`src/rtl/activation.sv`:
```
// Activation stage: per-lane ReLU or piecewise-linear tanh on signed Q5.3 lanes.
// Two-stage pipeline when enabled, pure combinational pass-through when bypassed.
// Also tracks output beats per tile and raises done_activation after the last beat.
module activation #(
  parameter int DWIDTH      = 8,
  parameter int DESIGN_SIZE = 16,
  parameter int MASK_WIDTH  = 16
) (
  input  logic                          clk,
  input  logic                          reset,
  input  logic                          enable_activation,
  input  logic                          activation_type,
  input  logic                          in_data_available,
  input  logic [DESIGN_SIZE*DWIDTH-1:0] inp_data,
  input  logic [MASK_WIDTH-1:0]         validity_mask,
  output logic [DESIGN_SIZE*DWIDTH-1:0] out_data,
  output logic                          out_data_available,
  output logic                          done_activation
);

  localparam int CW = $clog2(DESIGN_SIZE) + 1;
  localparam logic [CW-1:0] LAST_BEAT = CW'(DESIGN_SIZE - 1);
  localparam logic [CW-1:0] CNT_ONE   = CW'(1);

  // Breakpoints of the tanh approximation, in the widened magnitude domain
  localparam logic [DWIDTH:0] M_LO   = (DWIDTH+1)'(4);
  localparam logic [DWIDTH:0] M_HI   = (DWIDTH+1)'(12);
  localparam logic [DWIDTH:0] Y_OFS  = (DWIDTH+1)'(2);
  localparam logic [DWIDTH:0] Y_SAT  = (DWIDTH+1)'(8);
  localparam logic [DWIDTH:0] M_ONE  = (DWIDTH+1)'(1);
  localparam logic [DWIDTH-1:0] D_ONE = DWIDTH'(1);

  // ReLU: negative lanes clamp to zero
  function automatic logic [DWIDTH-1:0] relu(input logic [DWIDTH-1:0] x);
    logic [DWIDTH-1:0] r;
    if (x[DWIDTH-1]) begin
      r = '0;
    end else begin
      r = x;
    end
    return r;
  endfunction

  // PWL tanh: magnitude is one bit wider so the most negative input is exact
  function automatic logic [DWIDTH-1:0] pwl_tanh(input logic [DWIDTH-1:0] x);
    logic [DWIDTH:0]   m;
    logic [DWIDTH:0]   y;
    logic [DWIDTH-1:0] r;
    if (x[DWIDTH-1]) begin
      m = {1'b0, ~x} + M_ONE;
    end else begin
      m = {1'b0, x};
    end
    if (m < M_LO) begin
      y = m;
    end else if (m < M_HI) begin
      y = Y_OFS + (m >> 1);
    end else begin
      y = Y_SAT;
    end
    // |y| <= 8, so the low DWIDTH bits always hold the full signed result
    if (x[DWIDTH-1]) begin
      r = ~y[DWIDTH-1:0] + D_ONE;
    end else begin
      r = y[DWIDTH-1:0];
    end
    return r;
  endfunction

  // One lane of stage 2: masked lanes output zero regardless of type
  function automatic logic [DWIDTH-1:0] lane_result(input logic [DWIDTH-1:0] x,
                                                    input logic lane_valid,
                                                    input logic use_tanh);
    logic [DWIDTH-1:0] r;
    if (!lane_valid) begin
      r = '0;
    end else if (use_tanh) begin
      r = pwl_tanh(x);
    end else begin
      r = relu(x);
    end
    return r;
  endfunction

  logic [DESIGN_SIZE*DWIDTH-1:0] s1_data_q;
  logic [MASK_WIDTH-1:0]         s1_mask_q;
  logic                          s1_type_q;
  logic                          s1_valid_q;
  logic [DESIGN_SIZE*DWIDTH-1:0] out_data_q, out_data_d;
  logic                          out_valid_q;
  logic [CW-1:0]                 cnt_q, cnt_d;
  logic                          done_q, done_d;
  logic [DESIGN_SIZE*DWIDTH-1:0] lane_res;
  logic                          clear;

  // Bypass mode flushes everything exactly like reset
  assign clear = reset | ~enable_activation;

  // Stage-2 datapath: activate every lane of the stage-1 beat
  always_comb begin
    lane_res = '0;
    for (int k = 0; k < DESIGN_SIZE; k++) begin
      lane_res[k*DWIDTH +: DWIDTH] = lane_result(s1_data_q[k*DWIDTH +: DWIDTH],
                                                 s1_mask_q[k], s1_type_q);
    end
  end

  // Next-state for output register and tile bookkeeping
  always_comb begin
    out_data_d = out_data_q;
    cnt_d      = cnt_q;
    done_d     = done_q;
    if (s1_valid_q) begin
      out_data_d = lane_res;
    end else begin
      out_data_d = out_data_q;
    end
    if (out_valid_q && (cnt_q == LAST_BEAT)) begin
      cnt_d  = '0;
      done_d = 1'b1;
    end else begin
      if (out_valid_q) begin
        cnt_d = cnt_q + CNT_ONE;
      end else begin
        cnt_d = cnt_q;
      end
      // First input of the next tile retires the done flag
      if (done_q && in_data_available) begin
        done_d = 1'b0;
      end else begin
        done_d = done_q;
      end
    end
  end

  // Pipeline and tile-state registers with synchronous clear
  always_ff @(posedge clk) begin
    if (clear) begin
      s1_data_q   <= '0;
      s1_mask_q   <= '0;
      s1_type_q   <= 1'b0;
      s1_valid_q  <= 1'b0;
      out_data_q  <= '0;
      out_valid_q <= 1'b0;
      cnt_q       <= '0;
      done_q      <= 1'b0;
    end else begin
      s1_data_q   <= inp_data;
      s1_mask_q   <= validity_mask;
      s1_type_q   <= activation_type;
      s1_valid_q  <= in_data_available;
      out_data_q  <= out_data_d;
      out_valid_q <= s1_valid_q;
      cnt_q       <= cnt_d;
      done_q      <= done_d;
    end
  end

  // Output select: registered pipeline when enabled, straight wires in bypass
  always_comb begin
    if (enable_activation) begin
      out_data           = out_data_q;
      out_data_available = out_valid_q;
      done_activation    = done_q;
    end else begin
      out_data           = inp_data;
      out_data_available = in_data_available;
      done_activation    = 1'b1;
    end
  end

endmodule

```
`config.mk`:
```
export PLATFORM = sky130hd
export DESIGN_NAME = activation
export DESIGN_NICKNAME = d
export VERILOG_FILES = /design/src/rtl/activation.sv
export SDC_FILE = /design/constraint.sdc
export NUM_CORES = 1
export LEC_CHECK = 0
export ABC_CLOCK_PERIOD_IN_PS = 2770
export CAP_MARGIN = 10
export CORE_MARGIN = 5
export CORE_UTILIZATION = 27
export CTS_CLUSTER_SIZE = 24
export DETAILED_ROUTE_END_ITERATION = 10
export SLEW_MARGIN = 20
export SYNTH_ARGS = -nofsm -noshare
export SYNTH_HDL_FRONTEND = slang
export SYNTH_SLANG_ARGS = --single-unit
```
`constraint.sdc`:
```
create_clock -name clk -period 2.77 [get_ports clk]
set_input_delay 0.4155 -clock clk [delete_from_list [all_inputs] [get_ports clk]]
set_output_delay 0.4155 -clock clk [all_outputs]
set_load 0.005 [all_outputs]
```
======== Yosys cells after proc, flatten, opt, wreduce, memory -nomap -nowiden ========
Index checks and enable logic that the tools add are counted.
storage, ports and cells
  flip-flop bits (word level) ............. 281
  bits of input ports ..................... 149
  output and inout port bits .............. 130
cells by class
  add/sub/neg operators ................... 49
  magnitude comparators ................... 32
  equal/unequal tests ..................... 1
  muxes and demuxes ....................... 181
  bitwise logic cells ..................... 34
  reductions and logical operators ........ 4
operator list
  kind                 count
  $mux 8               112
  $mux 9               48
  $not 8->8            32
  $add 8x1->9 const B  16
  $lt 9x3->1 const B   16
  $lt 9x4->1 const B   16
  $add 2x8->8 const A  16
  $add 8x1->8 const B  16
  $mux 128             1
  $mux 7               16
  $add 5x1->5 const B  1
  $eq 5x4->1 const B   1
  $mux 1               4
  $logic_and 1x1->1    2
  $reduce_bool 2->1    1
  $reduce_or 2->1      1
  $not 1->1            1
  $or 1x1->1           1

======== Logic depth before layout (Yosys ltp) ========
Gate-level depths: netlist of run 1.
  depth after elaboration ................. 15
  depth in mapped cells ................... 15
  gate-level depth less buffers ........... 14

======== Worst setup path before layout of run 1 ========
OpenSTA, ideal clock, no wires.
  kind .................................... reg-to-reg
  from .................................... reg s1_data_q[120]
  to ...................................... reg out_data_q[122]
  setup time .............................. 117 ps
  arrival time ............................ 2652 ps
  setup slack ............................. 1 ps
  stages on the path, launching flop included .. 11
  buffers on the path ..................... 0
  path through ............................ dfxtp_1 inv_1 ha_1 or4bb_1 or3_1 a311oi_2 o211ai_1 ha_1 mux2_1 a22oi_1 o21ai_1
on the way
  cells in the longest elaborated chain, start to end .. 15
  elaborated cells on any way between the ends .. 17
  those cells by class .................... 3 x add/sub; 2 x order compare; 10 x mux; 2 x bitwise
RTL lines
  item                                              RTL line  RTL
  start: declaration                                85        logic [DESIGN_SIZE*DWIDTH-1:0] s1_data_q;
  start signal: assignment                          148       s1_data_q <= inp_data;
  $not 8->8                                         50        m = {1'b0, ~x} + M_ONE;
  $add 8x1->9                                       50
  $mux 9 *                                          49        if (x[DWIDTH-1]) begin
  $mux 9 *                                          77        end else if (use_tanh) begin
  $mux 9 *                                          75        if (!lane_valid) begin
  $add 2x8->8 / $lt 9x4->1 (equally long branches)  57, 56
  $mux 8                                            56        end else if (m < M_HI) begin
  $mux 8 *                                          54        if (m < M_LO) begin
  $mux 8 *                                          77
  $mux 8 *                                          75
  $not 8->8                                         63        r = ~y[DWIDTH-1:0] + D_ONE;
  $add 8x1->8                                       63
  $mux 8 *                                          62        if (x[DWIDTH-1]) begin
  $mux 8 *                                          77
  $mux 8 *                                          75
  end signal: assignment                            152       out_data_q <= out_data_d;
  end: declaration                                  89        logic [DESIGN_SIZE*DWIDTH-1:0] out_data_q, out_data_d;
Mark *: on every way between the ends. The rest lies on a longest branch, timed or not. The select of a mux whose other input is x is not followed.
A chain may end at the register's enable or synchronous reset.

======== Worst setup path after layout of run 1 ========
Same ends and word-level chain as after synthesis.

==> results of run 1 <==
==> state kept, by name, indices dropped and copies added (netlist names) <==
signal	count
cnt_q	5
s1_valid_q	1
s1_type_q	1
done_q	1
s1_data_q	128
out_data_q	128
out_valid_q	1
s1_mask_q	16
==> stage by stage <==
step,instances,power (uW),area [um^2]
after floorplan,2032,5330,16800
after global placement,3127,6140,21000
after detailed placement,3127,6160,21000
after CTS,3191,11100,22300
after global routing,3196,11500,22600
final,3196,11000,22600
==> layer usage <==
layer  wire (um)  track usage, %
met5           7               0
met4        1200            4.15
met3        3340            3.21
met2       25100            25.0
met1       24700            20.4
==> placed cells by master, fill, tap and decap left out, types with 20 or more instances in the layout <==
cell,count
a22oi_1,27
mux2_2,142
nor3_1,31
nand2b_1,44
clkbuf_16,36
clkdlybuf4s50_1,277
inv_1,84
nand2_1,177
xnor2_1,43
nand3_1,40
o211ai_1,21
nor2_1,110
xor2_1,20
nor3b_1,20
a21oi_1,128
o21ai_0,146
nor2b_1,35
nand4_1,22
ha_1,42
buf_4,88
o31ai_1,24
dfxtp_1,266
and2_1,150
==> logic make-up after synthesis <==
group	after synthesis	synth area share (%)
and+or+nand+nor	728	22.9
muxes	156	10.4
DFF	281	33.5
buffers and inverters	200	4.50
AOI/OAI and AO/OA	544	21.1
xor gates and xnor gates	69	3.60
adders and majority gates	54	3.97
==> area by class of cell <==
type | count | area share [%]
Sequential cell | 281 | 25.0
Clock buffer | 47 | 4.35
Timing Repair Buffer | 376 | 16.1
Clock inverter | 16 | 1.03
Tap cell | 837 | 4.64
Multi-Input combinational cell | 1551 | 47.4
Inverter | 88 | 1.46
==> power by group <==
part           internal [uW]  switching [uW]  leakage (uW)
logic                    992             887       0.00567
clock network           2970            1860      0.000591
registers               4140             135       0.00229
total                   8100            2880       0.00855
==> worst max-delay path: stages, from the launching register on <==
cell      delay, ns
dfxtp_2        0.33
buf_6          0.12
or4_4          0.53
or3_4          0.38
a311oi_2       0.29
o211ai_1       0.22
ha_4           0.22
mux2_4         0.27
a22oi_2        0.15
o21ai_1        0.08
==> worst paths after layout <==
check                          from               to  slack, ns  depth (start not counted)
setup / recovery     s1_data_q[120]  out_data_q[122]       0.09                          9
hold / removal    validity_mask[14]    s1_mask_q[14]       0.43                          2
setup reg to reg     s1_data_q[120]  out_data_q[122]       0.09                          9
hold reg to reg     out_data_q[113]  out_data_q[113]       0.44                          2
==> what timing repair did <==
action / in CTS / in global routing
setup buffers: 1 / 5
endpoints found under the setup margin: 5 / 47
hold endpoints to repair: 0 / 0
gates resized for setup: 10 / 62
pin swaps: 3 / 19
==> flow_metrics.env, run 1 <==
export IMPL_synth_nets=2231
export IMPL_end_kind="register"
export IMPL_dpl_hpwl_um=39300
export IMPL_synthesis_area_mm2=0.0168
export IMPL_fin_crit_sh_pct=96.9
export IMPL_setup_tns_ns=0
export IMPL_cts_tree="yes"
export IMPL_synth_top_area_share_pct=33.5
export IMPL_core_area_mm2=0.0616
export IMPL_synth_most_common_cell="dfxtp_1"
export IMPL_vias=16100
export IMPL_hold_viol=0
export IMPL_clock_sinks=281
export IMPL_crit_type="register to register"
export IMPL_setup_slack_ns=0.0852
export IMPL_wl_per_cell_um=17.0
export IMPL_final_antenna_net_count=0
export IMPL_clk_pin_slew_ns=0.06
export IMPL_critical_path_arrival_ns=3.10
export IMPL_status="finished clean"
export IMPL_synth_ff_latch_count=281
export IMPL_slew_headroom_pct=50.7
export IMPL_max_cap_viol_count=0
export IMPL_finalSetupViolCount=0
export IMPL_gr_total_overflow=0
export IMPL_die_area_mm2=0.0672
export IMPL_ir_drop_uv=289
export IMPL_grt_max_degree=154
export IMPL_drive_gt1_share_pct=16.4
export IMPL_synth_enable_flop_cells=0
export IMPL_fin_crit_ns=2.68
export IMPL_multiInputGateArea_mm2=0.0107
export IMPL_io_buffers=278
export IMPL_ys_flop_type="dfxtp_1"
export IMPL_post_place_ws_ns=-0.0888
export IMPL_whs_ns=0.433
export IMPL_io_pins=279
export IMPL_cts_root_buf="clkbuf_16"
export IMPL_yosysSeqAreaShare_pct=33.5
export IMPL_synth_top_area_cell="dfxtp_1"
export IMPL_final_nets=2532
export IMPL_start_util_pct=27.2
export IMPL_grt_pass1_vias=16000
export IMPL_gp_congestion=0.878
export IMPL_grt_pass1_wl_um=85200
export IMPL_vias_per_cell=5.03
export IMPL_ys_types=81
export IMPL_syn_instance_count=2032
export IMPL_clock_fmax_ghz=0.372
export IMPL_fin_worst_skew_ns=0.0265
export IMPL_drt_pass1_iter_count=6
export IMPL_grt_antenna_before_repair=1
export IMPL_grt_usage_pct=15.2
export IMPL_avgSynthCellArea_um2=8.26
export IMPL_start_kind="register"
export IMPL_power_leakage_uw=0.00855
export IMPL_die_x_um=259
export IMPL_cp_required_ns=3.19
export IMPL_ys_top_cells_by_count="dfxtp_1, nand2_1, and2_1"
export IMPL_htree_levels=2
export IMPL_insertion_delay_ns=0.55
export IMPL_numCtsBuffers=35
export IMPL_critical_path_max_fanout=4
export IMPL_fin_util_pct=36.6
export IMPL_ctsHoldBuffers=0
export IMPL_fillers=6188
export IMPL_fp_row_count=91
export IMPL_regArea_mm2=0.00565
export IMPL_ys_warn_count=0
export IMPL_synthTopCellsByArea="dfxtp_1, mux2_2, and2_1, o21ai_0, nand2_1"
export IMPL_async_flop_share_pct=0
export IMPL_drcViolationCount=0
export IMPL_drt_iter0_drc=886
export IMPL_slew_viol_final=0
export IMPL_powerDensity_mw_per_mm2=487
export IMPL_rsz0062_at_grt="yes"
export IMPL_dieHeight_um=259
export IMPL_syn2layout_area_growth_pct=34.5
export IMPL_routed_wirelength_um=54300
export IMPL_tightestPinTransition_ns=0.734
export IMPL_cts_path_max_buffers=3
export IMPL_diodes=0
export IMPL_hp_class="input port to register"
No activity file was read; power rests on OpenSTA's default activity.
==> run 2: changes to the inputs <==
Settings changed: CORE_ASPECT_RATIO set to 1.2.
==> flow_metrics.env, run 2 (same netlist as run 1, synthesis figures left out) <==
export IMPL_status="complete, but fails checks"
export IMPL_violations="negative setup slack"
export IMPL_p_sw_uw=2950
export IMPL_gr_total_overflow=0
export IMPL_grt_max_degree=154
export IMPL_dieHeight_um=283
export IMPL_ctsHoldBuffers=0
export IMPL_drcViolationCount=0
export IMPL_io_buffers=278
export IMPL_drive_gt1_share_pct=16.7
export IMPL_top_regs="out_data_q: 128 flops, s1_data_q: 128 flops, s1_mask_q: 16 flops"
export IMPL_drt_pass1_iter_count=7
export IMPL_grt_pass1_wl_um=88700
export IMPL_fin_crit_sh_pct=100
export IMPL_hold_start="activation_type"
export IMPL_htree_levels=2
export IMPL_vias_per_cell=5.12
export IMPL_drt_iter0_drc=947
export IMPL_grt_pass1_vias=16400
export IMPL_clock_sinks=281
export IMPL_start_kind="register"
export IMPL_fillers=6307
export IMPL_dpl_hpwl_um=41300
export IMPL_final_antenna_net_count=0
export IMPL_use_met3_pct=3.10
export IMPL_syn2layout_area_growth_pct=34.2
export IMPL_powerDensity_mw_per_mm2=488
export IMPL_clock_fmax_ghz=0.361
export IMPL_slew_headroom_pct=52.3
export IMPL_crit_type="register to register"
export IMPL_critical_path_max_fanout=4
export IMPL_p_comb_share_pct=17.0
export IMPL_post_place_ws_ns=-0.134
export IMPL_p_sw_share_pct=26.9
export IMPL_core_area_mm2=0.0618
export IMPL_critical_path_arrival_ns=3.21
export IMPL_fp_row_count=100
export IMPL_slew_viol_final=0
export IMPL_whs_ns=0.439
export IMPL_rr_startpoint="s1_data_q[121]"
export IMPL_vias=16300
export IMPL_end_kind="register"
export IMPL_finalSetupViolCount=1
export IMPL_grt_antenna_before_repair=3
export IMPL_top_usage_layer="met2"
export IMPL_tightestPinTransition_ns=0.711
export IMPL_wl_per_cell_um=17.8
export IMPL_insertion_delay_ns=0.54
export IMPL_fin_worst_skew_ns=0.0196
export IMPL_grt_met1_usage_pct=19.0
export IMPL_hp_class="input port to register"
export IMPL_hold_viol=0
export IMPL_final_cell_mix="clkdlybuf4s50_1, dfxtp_1, nand2_1, and2_1, o21ai_0"
export IMPL_pwr_share_seq_pct=38.9
export IMPL_cts_tree="yes"
export IMPL_io_pins=279
export IMPL_power_leakage_uw=0.00852
export IMPL_clockPowerShare_pct=44.1
export IMPL_ir_drop_uv=354
export IMPL_fin_crit_ns=2.77
export IMPL_grt_usage_pct=15.9
export IMPL_die_area_mm2=0.0672
export IMPL_die_x_um=238
export IMPL_start_util_pct=27.1
export IMPL_numCtsBuffers=36
export IMPL_finalPower_uw=11000
export IMPL_cp_required_ns=3.20
export IMPL_routed_wirelength_um=56400
export IMPL_gp_congestion=0.897
export IMPL_clk_pin_slew_ns=0.06
export IMPL_setup_tns_ns=-0.00349
export IMPL_cp_startpoint="s1_data_q[121]"
export IMPL_grt_met2_usage_pct=28.5
export IMPL_intPower_uw=8030
export IMPL_cts_path_max_buffers=3
export IMPL_final_common_cell="clkdlybuf4s50_1"
export IMPL_cts_root_buf="clkbuf_16"
export IMPL_max_cap_viol_count=0
export IMPL_setup_slack_ns=-0.00349
export IMPL_rsz0062_at_grt="yes"
export IMPL_final_nets=2526
==> run 2: metal layers <==
layer  wire length (um)  share of wire, %
met5                 21             0.037
met4               1620               2.9
met3               2920               5.2
met2              28200                50
met1              23700                42
==> run 2: final cells by class <==
class	count	area (um^2)	share of cell area, %
multi-input cells	1551	10700	47.6
flip-flops and latches	281	5650	25.1
repair buffers	369	3550	15.8
well taps	816	1020	4.54
clock buffers	46	1020	4.53
inverters	88	330	1.47
clock inverters	20	211	0.940
diodes	2	5.00	0.0222
==> run 2: repair_timing <==
| action | in CTS | in global routing |
|---|---|---|
| resized for setup | 11 | 61 |
| endpoints found under the setup margin | 7 | 52 |
| hold endpoints to repair | 0 | 0 |
| setup buffers | 2 | 4 |
| pin swaps | 6 | 15 |
==> run 2: metrics by stage <==
stage | area [um^2] | util (%) | std cells
after floorplan | 16800 | - | 2032
after global placement | 20900 | 33.8 | 3099
after detailed placement | 20900 | 33.8 | 3099
after CTS | 22200 | 35.9 | 3167
after global routing | 22500 | 36.4 | 3172
final | 22500 | 36.4 | 3173
==> run 2: power groups by stage <==
stage,clock (uW),combinational [uW],sequential [uW]
after floorplan,0,1040,4290
after global placement,0,1780,4350
after detailed placement,0,1810,4350
after CTS,5030,1830,4260
after global routing,5170,2050,4280
final,4840,1870,4270
==> run 2: path summary, 6_finish.rpt <==
kind | to | slack (ns) | cells past startpoint
min reg2reg | out_data_q[7] | 0.44 | 2
max reg2reg | out_data_q[122] | -0.003 | 9
max | out_data_q[122] | -0.003 | 9
min | s1_type_q | 0.44 | 2
==> run 2: worst max-delay path, stage by stage (launching register included) <==
cell      delay [ns]
dfxtp_2         0.32
buf_4           0.14
or4_4           0.53
or3_4           0.39
a311oi_4        0.31
o211ai_1        0.19
ha_2            0.24
mux2_4          0.27
a22oi_2         0.19
o21ai_1         0.08
